`config.mk`:
```
export PLATFORM = sky130hd
export DESIGN_NAME = traffic_intersection_ctrl
export DESIGN_NICKNAME = d
export VERILOG_FILES = /design/src/rtl/traffic_pkg.sv /design/src/rtl/traffic_intersection_ctrl_prescaler.sv /design/src/rtl/traffic_intersection_ctrl.sv
export SDC_FILE = /design/constraint.sdc
export NUM_CORES = 1
export LEC_CHECK = 0
export CELL_PAD_IN_SITES_DETAIL_PLACEMENT = 1
export CELL_PAD_IN_SITES_GLOBAL_PLACEMENT = 2
export CORE_UTILIZATION = 39
export CTS_BUF_LIST = sky130_fd_sc_hd__clkbuf_4
export DETAILED_ROUTE_END_ITERATION = 16
export MAX_ROUTING_LAYER = met4
export PLACE_DENSITY = 0.95
export SLEW_MARGIN = 20
export SYNTH_ARGS = -nofsm -noshare
export SYNTH_HDL_FRONTEND = slang
export SYNTH_SLANG_ARGS = --single-unit
```
`constraint.sdc`:
```
create_clock -name clk -period 3.2 [get_ports clk]
set_input_delay 0.64 -clock clk [delete_from_list [all_inputs] [get_ports clk]]
set_output_delay 0.64 -clock clk [all_outputs]
set_load 0.005 [all_outputs]
```
`src/rtl/traffic_pkg.sv`:
```
// Shared definitions for the intersection controller: phase encoding and
// seven-segment patterns (active-low, bit order {g,f,e,d,c,b,a}).
package traffic_pkg;

    typedef enum logic [1:0] {
        ST_GREEN  = 2'd0,
        ST_YELLOW = 2'd1,
        ST_ALLRED = 2'd2,
        ST_WALK   = 2'd3
    } state_e;

    localparam logic [6:0] SEG_0    = 7'b1000000;
    localparam logic [6:0] SEG_1    = 7'b1111001;
    localparam logic [6:0] SEG_2    = 7'b0100100;
    localparam logic [6:0] SEG_3    = 7'b0110000;
    localparam logic [6:0] SEG_4    = 7'b0011001;
    localparam logic [6:0] SEG_5    = 7'b0010010;
    localparam logic [6:0] SEG_6    = 7'b0000010;
    localparam logic [6:0] SEG_7    = 7'b1111000;
    localparam logic [6:0] SEG_8    = 7'b0000000;
    localparam logic [6:0] SEG_9    = 7'b0010000;
    localparam logic [6:0] SEG_DASH = 7'b0111111;

    function automatic logic [6:0] seg_digit(input logic [3:0] digit);
        logic [6:0] seg;
        case (digit)
            4'd0:    seg = SEG_0;
            4'd1:    seg = SEG_1;
            4'd2:    seg = SEG_2;
            4'd3:    seg = SEG_3;
            4'd4:    seg = SEG_4;
            4'd5:    seg = SEG_5;
            4'd6:    seg = SEG_6;
            4'd7:    seg = SEG_7;
            4'd8:    seg = SEG_8;
            4'd9:    seg = SEG_9;
            default: seg = SEG_DASH;
        endcase
        return seg;
    endfunction

endpackage

```
`src/rtl/traffic_intersection_ctrl_prescaler.sv`:
```
// tick_prescaler: divides clk down to a one-cycle timing tick every
// TICK_DIV cycles (every cycle when TICK_DIV is 1).
module tick_prescaler #(
    parameter int TICK_DIV = 50_000_000
) (
    input  logic clk,
    input  logic reset,
    output logic tick
);

    localparam int            CW   = (TICK_DIV > 1) ? $clog2(TICK_DIV) : 1;
    localparam logic [CW-1:0] TERM = CW'(TICK_DIV - 1);
    localparam logic [CW-1:0] ONE  = CW'(1);

    logic [CW-1:0] cnt_q;
    logic [CW-1:0] cnt_d;

    assign tick = (cnt_q == TERM);

    // Wrap on the terminal count, otherwise count up.
    always_comb begin
        if (tick) begin
            cnt_d = {CW{1'b0}};
        end else begin
            cnt_d = cnt_q + ONE;
        end
    end

    // Prescaler count register.
    always_ff @(posedge clk) begin
        if (reset) begin
            cnt_q <= {CW{1'b0}};
        end else begin
            cnt_q <= cnt_d;
        end
    end

endmodule

```
`src/rtl/traffic_intersection_ctrl.sv`:
```
// N-approach round-robin traffic-light controller with min green, yellow and
// all-red clearance. Define PED_REQ_EN to add the pedestrian WALK phase.
module traffic_intersection_ctrl
    import traffic_pkg::*;
#(
    parameter int N_DIR     = 2,
    parameter int TICK_DIV  = 50_000_000,
    parameter int GREEN_MIN = 5,
    parameter int GREEN_MAX = 20,
    parameter int YELLOW_T  = 3,
    parameter int ALLRED_T  = 1
`ifdef PED_REQ_EN
    ,
    parameter int WALK_T    = 8
`endif
) (
    input  logic             clk,
    input  logic             reset,
    input  logic [N_DIR-1:0] car,
    output logic [N_DIR-1:0] green,
    output logic [N_DIR-1:0] yellow,
    output logic [N_DIR-1:0] red,
    output logic [6:0]       seg0
`ifdef PED_REQ_EN
    ,
    input  logic             ped_req,
    output logic             walk
`endif
);

    localparam int AW  = $clog2(N_DIR);
    localparam int AW1 = AW + 1;
`ifdef PED_REQ_EN
    localparam int PHASE_MAX0 = (GREEN_MAX > WALK_T) ? GREEN_MAX : WALK_T;
`else
    localparam int PHASE_MAX0 = GREEN_MAX;
`endif
    localparam int PHASE_MAX1 = (PHASE_MAX0 > YELLOW_T) ? PHASE_MAX0 : YELLOW_T;
    localparam int PHASE_MAX  = (PHASE_MAX1 > ALLRED_T) ? PHASE_MAX1 : ALLRED_T;
    localparam int EW         = $clog2(PHASE_MAX);

    localparam logic [EW-1:0]    E_ZERO    = {EW{1'b0}};
    localparam logic [EW-1:0]    E_ONE     = EW'(1);
    localparam logic [EW-1:0]    E_GMIN    = EW'(GREEN_MIN - 1);
    localparam logic [EW-1:0]    E_GSAT    = EW'(GREEN_MAX - 1);
    localparam logic [EW-1:0]    E_YELLOW  = EW'(YELLOW_T - 1);
    localparam logic [EW-1:0]    E_ALLRED  = EW'(ALLRED_T - 1);
`ifdef PED_REQ_EN
    localparam logic [EW-1:0]    E_WALK    = EW'(WALK_T - 1);
`endif
    localparam logic [AW1-1:0]   NDIR_W    = AW1'(N_DIR);
    localparam logic [N_DIR-1:0] LAMP0     = {{(N_DIR-1){1'b0}}, 1'b1};

    // First pending approach after 'from', wrapping; MSB flags a hit.
    function automatic logic [AW:0] rr_pick(input logic [N_DIR-1:0] pend,
                                            input logic [AW-1:0]    from);
        logic [AW:0]    pick;
        logic [AW1-1:0] sum;
        pick = {AW1{1'b0}};
        for (int k = N_DIR - 1; k >= 1; k--) begin
            sum  = {1'b0, from} + AW1'(k);
            sum  = (sum >= NDIR_W) ? (sum - NDIR_W) : sum;
            pick = pend[sum[AW-1:0]] ? {1'b1, sum[AW-1:0]} : pick;
        end
        return pick;
    endfunction

    state_e           state_q,   state_d;
    logic [AW-1:0]    active_q,  active_d;
    logic [EW-1:0]    elapsed_q, elapsed_d;
    logic [N_DIR-1:0] req_q,     req_d;
    logic [N_DIR-1:0] req_eff_s;
    logic [AW:0]      pick_s;
    logic             enter_green_s;
    logic             tick_s;

    logic [N_DIR-1:0] lamp_s;
    logic [N_DIR-1:0] green_q,  green_d;
    logic [N_DIR-1:0] yellow_q, yellow_d;
    logic [N_DIR-1:0] red_q,    red_d;
    logic [6:0]       seg_q,    seg_d;
`ifdef PED_REQ_EN
    logic             ped_pend_q, ped_pend_d;
    logic             ped_eff_s;
    logic             walk_q,     walk_d;
`endif

    tick_prescaler #(
        .TICK_DIV (TICK_DIV)
    ) u_tick (
        .clk   (clk),
        .reset (reset),
        .tick  (tick_s)
    );

    // Phase sequencing, request latching and round-robin hand-over.
    always_comb begin
        state_d       = state_q;
        active_d      = active_q;
        elapsed_d     = elapsed_q;
        req_eff_s     = req_q | car;
        req_d         = req_eff_s;
        pick_s        = rr_pick(req_eff_s, active_q);
        enter_green_s = 1'b0;
`ifdef PED_REQ_EN
        ped_eff_s     = ped_pend_q | ped_req;
        ped_pend_d    = ped_eff_s;
`endif
        if (tick_s) begin
            case (state_q)
                ST_GREEN: begin
                    if ((elapsed_q >= E_GMIN) && pick_s[AW]) begin
                        state_d   = ST_YELLOW;
                        elapsed_d = E_ZERO;
                    end else if (elapsed_q < E_GSAT) begin
                        elapsed_d = elapsed_q + E_ONE;
                    end else begin
                        elapsed_d = elapsed_q;
                    end
                end
                ST_YELLOW: begin
                    if (elapsed_q == E_YELLOW) begin
                        state_d   = ST_ALLRED;
                        elapsed_d = E_ZERO;
                    end else begin
                        elapsed_d = elapsed_q + E_ONE;
                    end
                end
                ST_ALLRED: begin
                    if (elapsed_q == E_ALLRED) begin
`ifdef PED_REQ_EN
                        if (ped_eff_s) begin
                            state_d    = ST_WALK;
                            elapsed_d  = E_ZERO;
                            ped_pend_d = 1'b0;
                        end else begin
                            enter_green_s = 1'b1;
                        end
`else
                        enter_green_s = 1'b1;
`endif
                    end else begin
                        elapsed_d = elapsed_q + E_ONE;
                    end
                end
`ifdef PED_REQ_EN
                ST_WALK: begin
                    if (elapsed_q == E_WALK) begin
                        enter_green_s = 1'b1;
                    end else begin
                        elapsed_d = elapsed_q + E_ONE;
                    end
                end
`endif
                default: begin
                    state_d   = ST_GREEN;
                    elapsed_d = E_ZERO;
                end
            endcase
            // The approach being given green loses its request even if its sensor is active.
            if (enter_green_s) begin
                state_d   = ST_GREEN;
                elapsed_d = E_ZERO;
                active_d  = pick_s[AW] ? pick_s[AW-1:0] : active_q;
                req_d[active_d] = 1'b0;
            end else begin
                req_d = req_d;
            end
        end else begin
            state_d = state_q;
        end
    end

    // Controller state registers.
    always_ff @(posedge clk) begin
        if (reset) begin
            state_q   <= ST_GREEN;
            active_q  <= {AW{1'b0}};
            elapsed_q <= E_ZERO;
            req_q     <= {N_DIR{1'b0}};
        end else begin
            state_q   <= state_d;
            active_q  <= active_d;
            elapsed_q <= elapsed_d;
            req_q     <= req_d;
        end
    end

`ifdef PED_REQ_EN
    // Pedestrian request latch.
    always_ff @(posedge clk) begin
        if (reset) begin
            ped_pend_q <= 1'b0;
        end else begin
            ped_pend_q <= ped_pend_d;
        end
    end
`endif

    // Lamp and display decode from the current phase.
    always_comb begin
        lamp_s   = LAMP0 << active_q;
        green_d  = {N_DIR{1'b0}};
        yellow_d = {N_DIR{1'b0}};
        red_d    = {N_DIR{1'b1}};
        seg_d    = SEG_DASH;
`ifdef PED_REQ_EN
        walk_d   = 1'b0;
`endif
        case (state_q)
            ST_GREEN: begin
                green_d = lamp_s;
                red_d   = ~lamp_s;
                seg_d   = seg_digit(4'(active_q));
            end
            ST_YELLOW: begin
                yellow_d = lamp_s;
                red_d    = ~lamp_s;
                seg_d    = seg_digit(4'(active_q));
            end
            ST_ALLRED: begin
                seg_d = SEG_DASH;
            end
`ifdef PED_REQ_EN
            ST_WALK: begin
                walk_d = 1'b1;
            end
`endif
            default: begin
                seg_d = SEG_DASH;
            end
        endcase
    end

    // Output registers; reset shows approach 0 green straight away.
    always_ff @(posedge clk) begin
        if (reset) begin
            green_q  <= LAMP0;
            yellow_q <= {N_DIR{1'b0}};
            red_q    <= ~LAMP0;
            seg_q    <= SEG_0;
`ifdef PED_REQ_EN
            walk_q   <= 1'b0;
`endif
        end else begin
            green_q  <= green_d;
            yellow_q <= yellow_d;
            red_q    <= red_d;
            seg_q    <= seg_d;
`ifdef PED_REQ_EN
            walk_q   <= walk_d;
`endif
        end
    end

    assign green  = green_q;
    assign yellow = yellow_q;
    assign red    = red_q;
    assign seg0   = seg_q;
`ifdef PED_REQ_EN
    assign walk   = walk_q;
`endif

endmodule

```
Word level (Yosys, flattened, before mapping):

Index checks and enable logic that the tools add are counted.

* bits in registers: 49
* latch bits: 0
* memory bits (writable): 0
* bits in read-only memories: 0
* word-level logic and storage cells: 77
* memories: 0

* add/sub/neg operators: 4
* multiply operators: 0
* div/mod/pow operators: 0
* $lt $le $gt $ge: 6
* eq/ne operators: 9
* shift operators: 1
* multiplexer cells: 26
* bitwise logic cells: 8
* reduce and logical (&&, ||, !) cells: 12

Operator list (count)
* $add 26x1->26 const B: 1
* $eq 26x26->1 const B: 1
* $mux 5: 5
* $pmux 5 s3: 1
* $pmux 7 s2: 1
* $mux 2: 6
* $mux 1: 10
* $reduce_or 2->1: 5
* $ne 3x3->1 const B: 3
* $mux 7: 1
* $pmux 2 s3: 1
* $add 5x1->5 const B: 1
* $eq 5x2->1 const B: 1
* $ge 5x3->1 const B: 1
* $logic_not 5->1: 1
* $lt 5x5->1 const B: 1
* $lt 1x2->1 const B: 2
* $ne 4x4->1 const B: 1
* $not 1->1: 4
* $not 2->2: 2
* $reduce_and 4->1: 1
* $reduce_and 3->1: 1
* $add 1x1->2 const B: 1
* $and 2x2->2: 1
* 12 further kinds: 13

Longest topological paths before layout:

Gate-level depths: netlist of the first run.

* word-level depth: 15
* depth in mapped cells: 7
* gate-level depth less buffers: 6

Cells and area by module:

A second synthesis of the first run with hierarchy kept.

* cell total of the unflattened synthesis: 246
* area total of the unflattened synthesis: 2120.8 µm²

Modules (own cells, without submodules)
* tick_prescaler: instances 1, cells each 147, area each 1257.5 µm²
* traffic_intersection_ctrl: instances 1, cells each 99, area each 863.3 µm²

Worst setup path after synthesis of the first run:

OpenSTA, ideal clock, no wires.

* kind: reg-to-reg
* start: reg u_tick.cnt_q[0]
* end: reg state_q[1]
* library setup time: 0.071 ns
* arrival time: 1.886 ns
* slack: 1.243 ns
* cell stages (with the launch flop): 7
* path buffers: 0
* path through: dfxtp_1 ha_1 nand2_1 or2_4 or4_4 or3_1 a21oi_1

* cells in the longest elaborated chain, start to end: 2

Ends and longest elaborated chain
* start, declared: line traffic_intersection_ctrl_prescaler.sv:15 `logic [CW-1:0] cnt_q;`
* start signal, assigned: line traffic_intersection_ctrl_prescaler.sv:32 `cnt_q <= {CW{1'b0}};`
* start signal, assigned: line traffic_intersection_ctrl_prescaler.sv:34 `cnt_q <= cnt_d;`
* $eq 26x26->1: line traffic_intersection_ctrl_prescaler.sv:18 `assign tick = (cnt_q == TERM);`
* $reduce_and 4->1 (no line)
* end signal, assigned: line traffic_intersection_ctrl.sv:182 `state_q <= state_d;`
* end, declared: line traffic_intersection_ctrl.sv:68 `state_e state_q, state_d;`

Every way passes these cells.
A chain may end at the register's enable or synchronous reset.

Worst setup path in the final report of the first run:

* start: reg u_tick.cnt_q[0]
* end: reg u_tick.cnt_q[7]

* cells in the longest elaborated chain, start to end: 2

Ends and longest elaborated chain
* branches (longest 2 deep; another with $add 26x1->26)

Several ways; the timed one is not identified.

==> results by group, run 1 <==
Outcome
  • Status: finished clean

STA
  • Endpoints failing hold: 0
  • Slew headroom: just under 60%
  • Worst-Margin Slew: around 630 ps
  • Final setup TNS: 0 ps
  • Final setup violation count: 0
  • Tmin final: roughly 2300 ps
  • Fmax: approximately 0.43 GHz
  • Period utilization: between 70% and 80%
  • RSZ-0062 raised after global routing: no
  • Layout Skew: 13.3 ps
  • Final worst slack: 867 ps
  • Final Max Slew Viols: 0

Global route
  • Overall routing resource usage: 17.9%
  • Largest net degree at the start of global routing: 15
  • Initial antenna violation count: 0
  • Grt total ovfl: 0
  • Vias in the first global route: around 1.6k
  • First-pass GRT wire length: between 7 and 8 mm

Drt
  • First-pass DRT Iterations: 4
  • Antenna Violating Nets Remaining: 0
  • Detailed Route Iter0 Violations: 63
  • Via count: approximately 1.6k
  • DRC: 0
  • Post-detailed-route via-to-cell ratio: 5.19
  • Final wirelength: between 4 and 5 mm
  • WL per Instance: between 10 and 15 microns

Min path
  • Hold depth: 1
  • Worst hold start: u_tick.cnt_q[0]
  • Worst min-delay path category: register to register
  • Hold Path End: u_tick.cnt_q[0]

Pwr
  • Max VDD drop: about 0.17 mV
  • Leakage: ~0.8 nW
  • Pwr/cell area: roughly 400 nW/um^2

Logic synthesis
  • Register bit count reported by yosys: 44
  • Synth Flop Type: dfxtp_1
  • Synth cell types: 41
  • Syn Area/Cell: between 8 and 9 sq um
  • Post-synthesis instance area: 2020 sq um
  • Synth top area share: between 40% and 50%
  • Most instantiated cells after synthesis: dfxtp_1, nor2_1, xor2_1, nand2_1, nand3_1
  • Largest area contributor in the netlist: dfxtp_1
  • Mapped Cells: ~230
  • Async set-reset flop share out of synthesis: 0%
  • Largest cells by area after synthesis: dfxtp_1, xor2_1, nor2_1
  • Synth Net Count: 240
  • Top-count cell post-synth: dfxtp_1
  • EDFF count, synth: 0
  • Seq/Total Area, Yosys: a little over two fifths
  • Syn. warnings: 0

Floorplan
  • Row count: 25
  • Die Footprint: roughly 5500 sq um
  • Core Footprint: 4850 sq um
  • I/O pin total: 17
  • Die height: approximately 74 microns
  • Die X: about 74 microns
  • Initial core utilization: about two fifths

Critical path
  • WP data arrival: 2580 ps
  • Cell depth of the worst flop-to-flop path: 7
  • CP Capture Type: register
  • R2R setup slack: about 870 ps
  • Crit start category: register
  • CP Class: register to register
  • Reg2reg end: u_tick.cnt_q[7]
  • Crit path required time: between 3000 and 4000 ps
  • Reg2Reg Launch Point: u_tick.cnt_q[0]
  • CP Max Fanout: 14

Clocking
  • Clk buf depth: 2
  • CTS Sinks: 44
  • Post-CTS Setup Repair Bufs: 0
  • Clk_lat worst skew: between 300 and 400 ps
  • CTS root buf: clkbuf_4
  • Post-cts sizing count: 0
  • TritonCTS buffer count: 5
  • Clock slew at reported path FFs: around 120 ps
  • H-tree Lvls: 2
  • CTS tree: done
  • CTS Hold Bufs: 0

Placed design
  • Pre-CTS worst setup slack: around 590 ps
  • GP Congestion: slightly above 0.8
  • Dpl hpwl: ~3.0 mm
  • Buffers on Ports: 16

Layout
  • Register area: 881 sq um
  • Fill cells: approximately 580
  • Area Growth Syn to Fin: 13.6%
  • Area of the multi-input gates: approximately 1000 sq um
  • Share of cells above drive strength 1: 7.32%
  • Diode count: 0
  • Layout net count: around 250

Job
  • Maximum Capacitance Violations: 0
## stage by stage
step	std cells	instance area, sq um	utilization, %	hold WS, ps	total power [mW]
after global routing	313	2290	47.3	498	0.969
after detailed placement	305	2210	45.7	455	0.597
final	313	2290	47.3	477	0.928
after global placement	305	2210	45.7	440	0.596
after CTS	313	2290	47.3	485	0.941
after floorplan	232	2020	-	430	0.586
## area by class of cell
cell class | count | area share [%]
Inverter | 9 | 1.47
Sequential cell | 44 | 38.4
Timing Repair Buffer | 19 | 7.97
Multi-Input combinational cell | 166 | 45.0
Clock buffer | 5 | 1.64
Clock inverter | 3 | 1.85
Tap cell | 67 | 3.66
## cell usage in the layout, fill, tap and decap left out, types with 5 or more instances in the layout
cell type / netlist / layout
nand3_1: 14 / 14
clkbuf_4: 0 / 5
dfxtp_1: 44 / 44
clkdlybuf4s50_1: 0 / 16
nor2_1: 37 / 37
nand4_1: 9 / 9
inv_1: 9 / 9
xor2_1: 20 / 20
nor3_1: 5 / 5
and3_1: 7 / 7
and2_1: 5 / 5
o21ai_0: 7 / 7
nand2_1: 14 / 14
## flip-flops by register name (all words and copies together) (netlist names)
| register | count |
|---|---|
| active_q | 1 |
| elapsed_q | 5 |
| green | 2 |
| red | 1 |
| req_q | 2 |
| seg0 | 3 |
| state_q | 2 |
| u_tick.cnt_q | 26 |
| yellow | 2 |
## logic make-up (layout without fill, tap and decap cells)
logic type,count (synthesis),in the layout,synth area share (%)
buf+inv,22,36,5.21
flops,44,44,43.6
fa+ha+maj,4,4,2.48
compound gates,23,23,7.56
xor+xnor,24,24,10.4
simple gates,115,115,30.7
## power breakdown
group / internal, mW / total (mW) / switching, mW
Clock: 0.163 / 0.344 / 0.181
Combinational: 0.0110 / 0.0274 / 0.0164
Sequential: 0.553 / 0.557 / 0.00435
Total: 0.727 / 0.928 / 0.201
## worst max-delay path, stage by stage, from the launching register on
cell	delay (ps)
dfxtp_1	400
ha_1	230
nand2_1	130
or2_4	260
or4_4	560
nand2_1	320
buf_4	280
nor2_1	70
## worst max path at each step
| stage | start | to | slack, ps | cells past startpoint |
|---|---|---|---|---|
| 6_report | u_tick.cnt_q[0] | u_tick.cnt_q[7] | 870 | 7 |
| 5_1_grt | u_tick.cnt_q[1] | u_tick.cnt_q[17] | 650 | 7 |
| 4_1_cts | u_tick.cnt_q[0] | u_tick.cnt_q[7] | 800 | 7 |
| 3_5_place_dp | car[0] | elapsed_q[2] | 590 | 6 |
| 3_3_place_gp | car[0] | elapsed_q[2] | 700 | 6 |
| 2_1_floorplan | u_tick.cnt_q[0] | state_q[1] | 1240 | 6 |
## routing by layer
layer	vias up	wire (microns)	GRT usage (%)
li1	824	-	-
met1	775	2020	22.9
met2	22	1940	28.0
met3	5	93	4.07
met4	0	45	5.77
met5	-	0	-
Note: power is estimated with default switching activity, not from simulation.
==> run 2: changes to the inputs <==
CORE_UTILIZATION = 36   (was 39)
PLACE_DENSITY = 0.91   (was 0.95)
clock period = 2.4 ns   (was 3.2 ns; I/O delays follow)
==> run 2 against run 1 <==
  * Clock-buffer cell count up 1
  * Power up 35%
  * Critical path depth down 1
  * Utilization down 2.8 points
  * Fmax up 7.1%
  * Largest cell class unchanged
  * Final cell count up 1.9%
  * Worst setup slack worse by 640 ps
  * Die area up 8.1%
  * First-iteration DRC count down 24%
  * Clock power up 37%
==> results by group, run 2 (synthesis results as in run 1) <==
STA
  • Tmin final: between 2000 and 2500 ps
  • Final setup TNS: 0 ps
  • Endpoints failing hold: 0
  • Final Max Slew Viols: 0
  • Final setup violation count: 0
  • Worst-Margin Slew: 613 ps
  • Fmax: 0.459 GHz
  • Layout Skew: roughly 14 ps
  • Slew headroom: about three fifths
  • RSZ-0062 raised after global routing: no
  • Period utilization: between 90% and 100%
  • Hold Slack: just under 500 ps

Drt
  • First-pass DRT Iterations: 3
  • Via count: 1664
  • Final wirelength: 4.30 mm
  • Post-detailed-route via-to-cell ratio: 5.22
  • DRC: 0
  • WL per Instance: 13.5 microns
  • Antenna Violating Nets Remaining: 0
  • Detailed Route Iter0 Violations: 48

Critical path
  • CP Max Fanout: 4
  • CP Capture Type: register
  • WP data arrival: 2470 ps
  • CP Class: register to register
  • Cell depth of the worst flop-to-flop path: 6
  • Crit path required time: approximately 2700 ps
  • Crit start category: register

Placed design
  • Placed Cells: just over 300
  • GP Congestion: ~0.77
  • Buffers on Ports: 16
  • Dpl hpwl: approximately 3.1 mm

Clocking
  • TritonCTS buffer count: 5
  • CTS Hold Bufs: 0
  • CTS root buf: clkbuf_4
  • CTS tree: done
  • H-tree Lvls: 2
  • Clk buf depth: 2
  • Clock slew at reported path FFs: 120 ps
  • Post-cts sizing count: 0
  • Clk_lat worst skew: ~350 ps
  • Post-CTS Setup Repair Bufs: 0
  • CTS Sinks: between 40 and 50

Pwr
  • Max VDD drop: approximately 0.24 mV
  • Pwr/cell area: 539 nW/um^2
  • Leakage: approximately 0.85 nW

Floorplan
  • Row count: 26
  • Core Footprint: roughly 5200 sq um
  • Die height: slightly below 80 microns
  • Die X: between 70 and 80 microns
  • Die Footprint: 5910 sq um
  • Initial core utilization: between 30 and 40%
  • I/O pin total: 17

Global route
  • Met3 usage: 4.40%
  • Busiest grt layer: met2
  • Grt total ovfl: 0
  • First-pass GRT wire length: 7.77 mm
  • Met1 usage: between 20% and 30%
  • Initial antenna violation count: 0
  • Grt met2 use: 27.8%
  • Vias in the first global route: ~1.7k
  • Largest net degree at the start of global routing: 25
  • Overall routing resource usage: 17.0%

Min path
  • Hold depth: 1
  • Worst min-delay path category: register to register

Layout
  • Register area: around 900 sq um
  • Commonest non-fill, non-tap cell in the layout: dfxtp_1
  • Area Growth Syn to Fin: 15.6%
  • Most flop-heavy register: u_tick.cnt_q
  • Diode count: 0
  • Most frequent cells in the layout: dfxtp_1, nor2_1, xor2_1, clkdlybuf4s50_1
  • Share of cells above drive strength 1: 8.43%
  • Finished Layout Cells: between 300 and 400
  • Area of the multi-input gates: 1030 sq um
  • Layout net count: 256
  • Fill cells: slightly above 600
  • Max reg flops: 26

Outcome
  • Status: finished clean

Job
  • Maximum Capacitance Violations: 0
[run 2: cell types whose count changed in the layout (fill, tap and decap cells not counted)]
cell	before	now
clkbuf_4	5	6
buf_12	0	1
clkinvlp_4	1	0
buf_4	3	5
[run 2: layout make-up]
class,instances,area share (%)
Timing Repair Buffer,22,9.33
Inverter,9,1.45
Tap cell,70,3.76
Clock inverter,2,1.50
Sequential cell,44,37.8
Multi-Input combinational cell,166,44.3
Clock buffer,6,1.93
[run 2: metrics by stage]
stage / utilization [%] / cell area [sq um] / total power [mW] / setup slack (ps)
3_5_place_dp: 43.0 / 2250 / 0.802 / 187
3_3_place_gp: 43.0 / 2250 / 0.800 / 224
5_1_grt: 44.5 / 2330 / 1.31 / 147
2_1_floorplan: - / 2020 / 0.782 / 443
4_1_cts: 44.5 / 2330 / 1.27 / 218
6_report: 44.5 / 2330 / 1.26 / 222
[run 2: worst paths after layout]
kind	end	from	slack [ps]
worst max register to register	state_q[1]	u_tick.cnt_q[0]	220
worst min register to register	u_tick.cnt_q[0]	u_tick.cnt_q[0]	480
worst min-delay path	u_tick.cnt_q[0]	u_tick.cnt_q[0]	480
worst max-delay path	state_q[1]	u_tick.cnt_q[0]	220
[run 2: metal layers]
metal	part of all wire (%)	routed length, microns	vias up
met5	0	0	-
met3	2.4	104	2
met1	49	2100	809
li1	-	-	835
met2	48	2070	18
met4	0.63	27	0
[run 2: report_power, final]
group	switching, mW	internal [mW]
clock network	0.241	0.230
registers	0.00607	0.737
logic	0.0230	0.0190
total	0.271	0.986
[run 2: worst max-delay path, stage by stage (launching register included)]
cell and delay [ps]:
dfxtp_1 390, ha_1 240, nand2_1 140, or2_4 270, or4_4 570, or3_1 370
a21oi_1 140
==> run 3: changes to the inputs <==
REMOVE_ABC_BUFFERS = 1   (was not set)
==> run 3 against run 2 <==
  * Highest routed layer unchanged
  * Worst setup slack improved by 15 ps
  * Clock skew fell by 7.3 ps
  * Final cell count rose by 0.63%
  * Global-route usage fell by 0.63 points
  * Die area did not move
  * Non-clock buffer count rose by 2
==> results by group, run 3 (synthesis results as in run 1) <==
Outcome
  • Status: finished clean

Drt
  • DRC: 0
  • Detailed Route Iter0 Violations: 48
  • Antenna Violating Nets Remaining: 0
  • First-pass DRT Iterations: 4
  • Post-detailed-route via-to-cell ratio: 5.09
  • Via count: around 1.6k
  • Final wirelength: around 4.2 mm
  • WL per Instance: between 10 and 15 microns

Global route
  • Initial antenna violation count: 0
  • Grt total ovfl: 0
  • First-pass GRT wire length: roughly 7.5 mm
  • Met3 usage: roughly 3.7%
  • Busiest grt layer: met2
  • Vias in the first global route: 1656
  • Grt met2 use: a little over a quarter
  • Met1 usage: 19.7%
  • Overall routing resource usage: 16.3%
  • Largest net degree at the start of global routing: 25

Layout
  • Area Growth Syn to Fin: 18.7%
  • Most frequent cells in the layout: dfxtp_1, nor2_1, xor2_1, clkdlybuf4s50_1
  • Share of cells above drive strength 1: around 9%
  • Commonest non-fill, non-tap cell in the layout: dfxtp_1
  • Fin util: approximately 46%
  • Layout net count: ~260
  • Register area: 881 sq um
  • Max reg flops: 26
  • Fill cells: a little over 600
  • Area of the multi-input gates: a little over 1000 sq um
  • Diode count: 0
  • Most flop-heavy register: u_tick.cnt_q

Critical path
  • Cell depth of the worst flop-to-flop path: 6
  • Max incr delay on CP: between 500 and 600 ps
  • CP Capture Type: register
  • Top cell family by delay on the critical path: simple AND/OR/NAND/NOR gates
  • CP Class: register to register
  • Slowest cell on the critical path: or4_4
  • Crit start category: register
  • WP data arrival: around 2500 ps
  • Worst-path cell chain: ha_1, nand2_1, or2_4, or4_4, or3_1, a21oi_1
  • R2R setup slack: between 200 and 250 ps
  • Reg2Reg Launch Point: u_tick.cnt_q[0]
  • Reg2reg end: state_q[1]
  • CP Max Fanout: 4
  • Worst path bufs/invs: 0
  • Crit path required time: approximately 2700 ps

Clocking
  • CTS Sinks: 44
  • Post-cts sizing count: 0
  • Clk_lat worst skew: ~350 ps
  • Clk buf depth: 2
  • CTS root buf: clkbuf_4
  • Clock slew at reported path FFs: 130 ps
  • H-tree Lvls: 2
  • TritonCTS buffer count: 5
  • Post-CTS Setup Repair Bufs: 0
  • CTS tree: done
  • CTS Hold Bufs: 0

Pwr
  • Max VDD drop: around 0.30 mV
  • Seq pwr share: 51.2%
  • Internal power: between 1 and 1.5 mW
  • Switching power: ~0.27 mW
  • Comb pwr share: between 2 and 3%
  • Pwr/cell area: between 600 and 700 nW/um^2
  • Clock share of power: 46.0%
  • Switching Share: 18.3%
  • Total power: roughly 1.5 mW
  • Leakage: ~0.9 nW

Placed design
  • Buffers on Ports: 16
  • GP Congestion: just under 0.8
  • Dpl hpwl: about 3.0 mm

STA
  • Tmin final: about 2200 ps
  • Layout Skew: approximately 6.9 ps
  • Final setup violation count: 0
  • Worst-Margin Slew: ~620 ps
  • Period utilization: 90.1%
  • Slew headroom: between 50% and 60%
  • Endpoints failing hold: 0
  • Final Max Slew Viols: 0
  • Fmax: about 0.46 GHz
  • Final setup TNS: 0 ps
  • RSZ-0062 raised after global routing: no

Floorplan
  • Row count: 26
  • Die height: roughly 77 microns
  • I/O pin total: 17
  • Die Footprint: 5910 sq um
  • Core Footprint: roughly 5200 sq um
  • Initial core utilization: roughly two fifths
  • Die X: 76.9 microns

Min path
  • Hold Path End: req_q[0]
  • Hold depth: 2
  • Worst hold start: req_q[0]
  • Worst min-delay path category: register to register

Job
  • Maximum Capacitance Violations: 0
-- run 3: routing by layer --
metal  routed length, microns  share of wire (%)
met1                     1950                 46
met2                     2110                 50
met3                      118                2.8
met4                       40               0.95
met5                        0                  0
-- run 3: worst max path at each step --
stage	startpoint	endpoint	slack (ps)	cells past startpoint
final	u_tick.cnt_q[0]	state_q[1]	240	6
after global routing	u_tick.cnt_q[0]	state_q[1]	80	6
after CTS	u_tick.cnt_q[0]	state_q[1]	220	6
after detailed placement	car[0]	elapsed_q[3]	190	6
after global placement	car[0]	elapsed_q[2]	210	6
after floorplan	u_tick.cnt_q[0]	u_tick.cnt_q[10]	330	6
-- run 3: cell type report --
| cell class | count | share of cell area (%) |
|---|---|---|
| tap | 70 | 3.66 |
| clock inverter | 3 | 3.76 |
| sequential | 44 | 36.8 |
| multi-input combinational | 166 | 43.1 |
| timing repair buffer | 24 | 9.72 |
| inverter | 9 | 1.41 |
| clock buffer | 5 | 1.57 |
-- run 3: through the flow --
| stage | hold slack [ps] | instance area [sq um] | std cells | setup slack [ps] |
|---|---|---|---|---|
| 2_1_floorplan | 430 | 1950 | 219 | 331 |
| 4_1_cts | 526 | 2390 | 321 | 218 |
| 3_5_place_dp | 503 | 2270 | 313 | 191 |
| 3_3_place_gp | 440 | 2270 | 313 | 215 |
| 5_1_grt | 538 | 2390 | 321 | 76.4 |
| 6_report | 524 | 2390 | 321 | 237 |
-- run 3: power by group through the flow --
stage	registers, mW	logic [mW]	clock network (mW)
2_1_floorplan	0.758	0.0207	0
3_3_place_gp	0.759	0.0414	0
3_5_place_dp	0.759	0.0421	0
4_1_cts	0.743	0.0421	0.688
5_1_grt	0.745	0.0460	0.720
6_report	0.743	0.0413	0.667
-- run 3: worst min-delay path, stage by stage, from the launching register on --
cell and delay [ps]:
dfxtp_1 350, nor2_1 100, a211oi_1 50
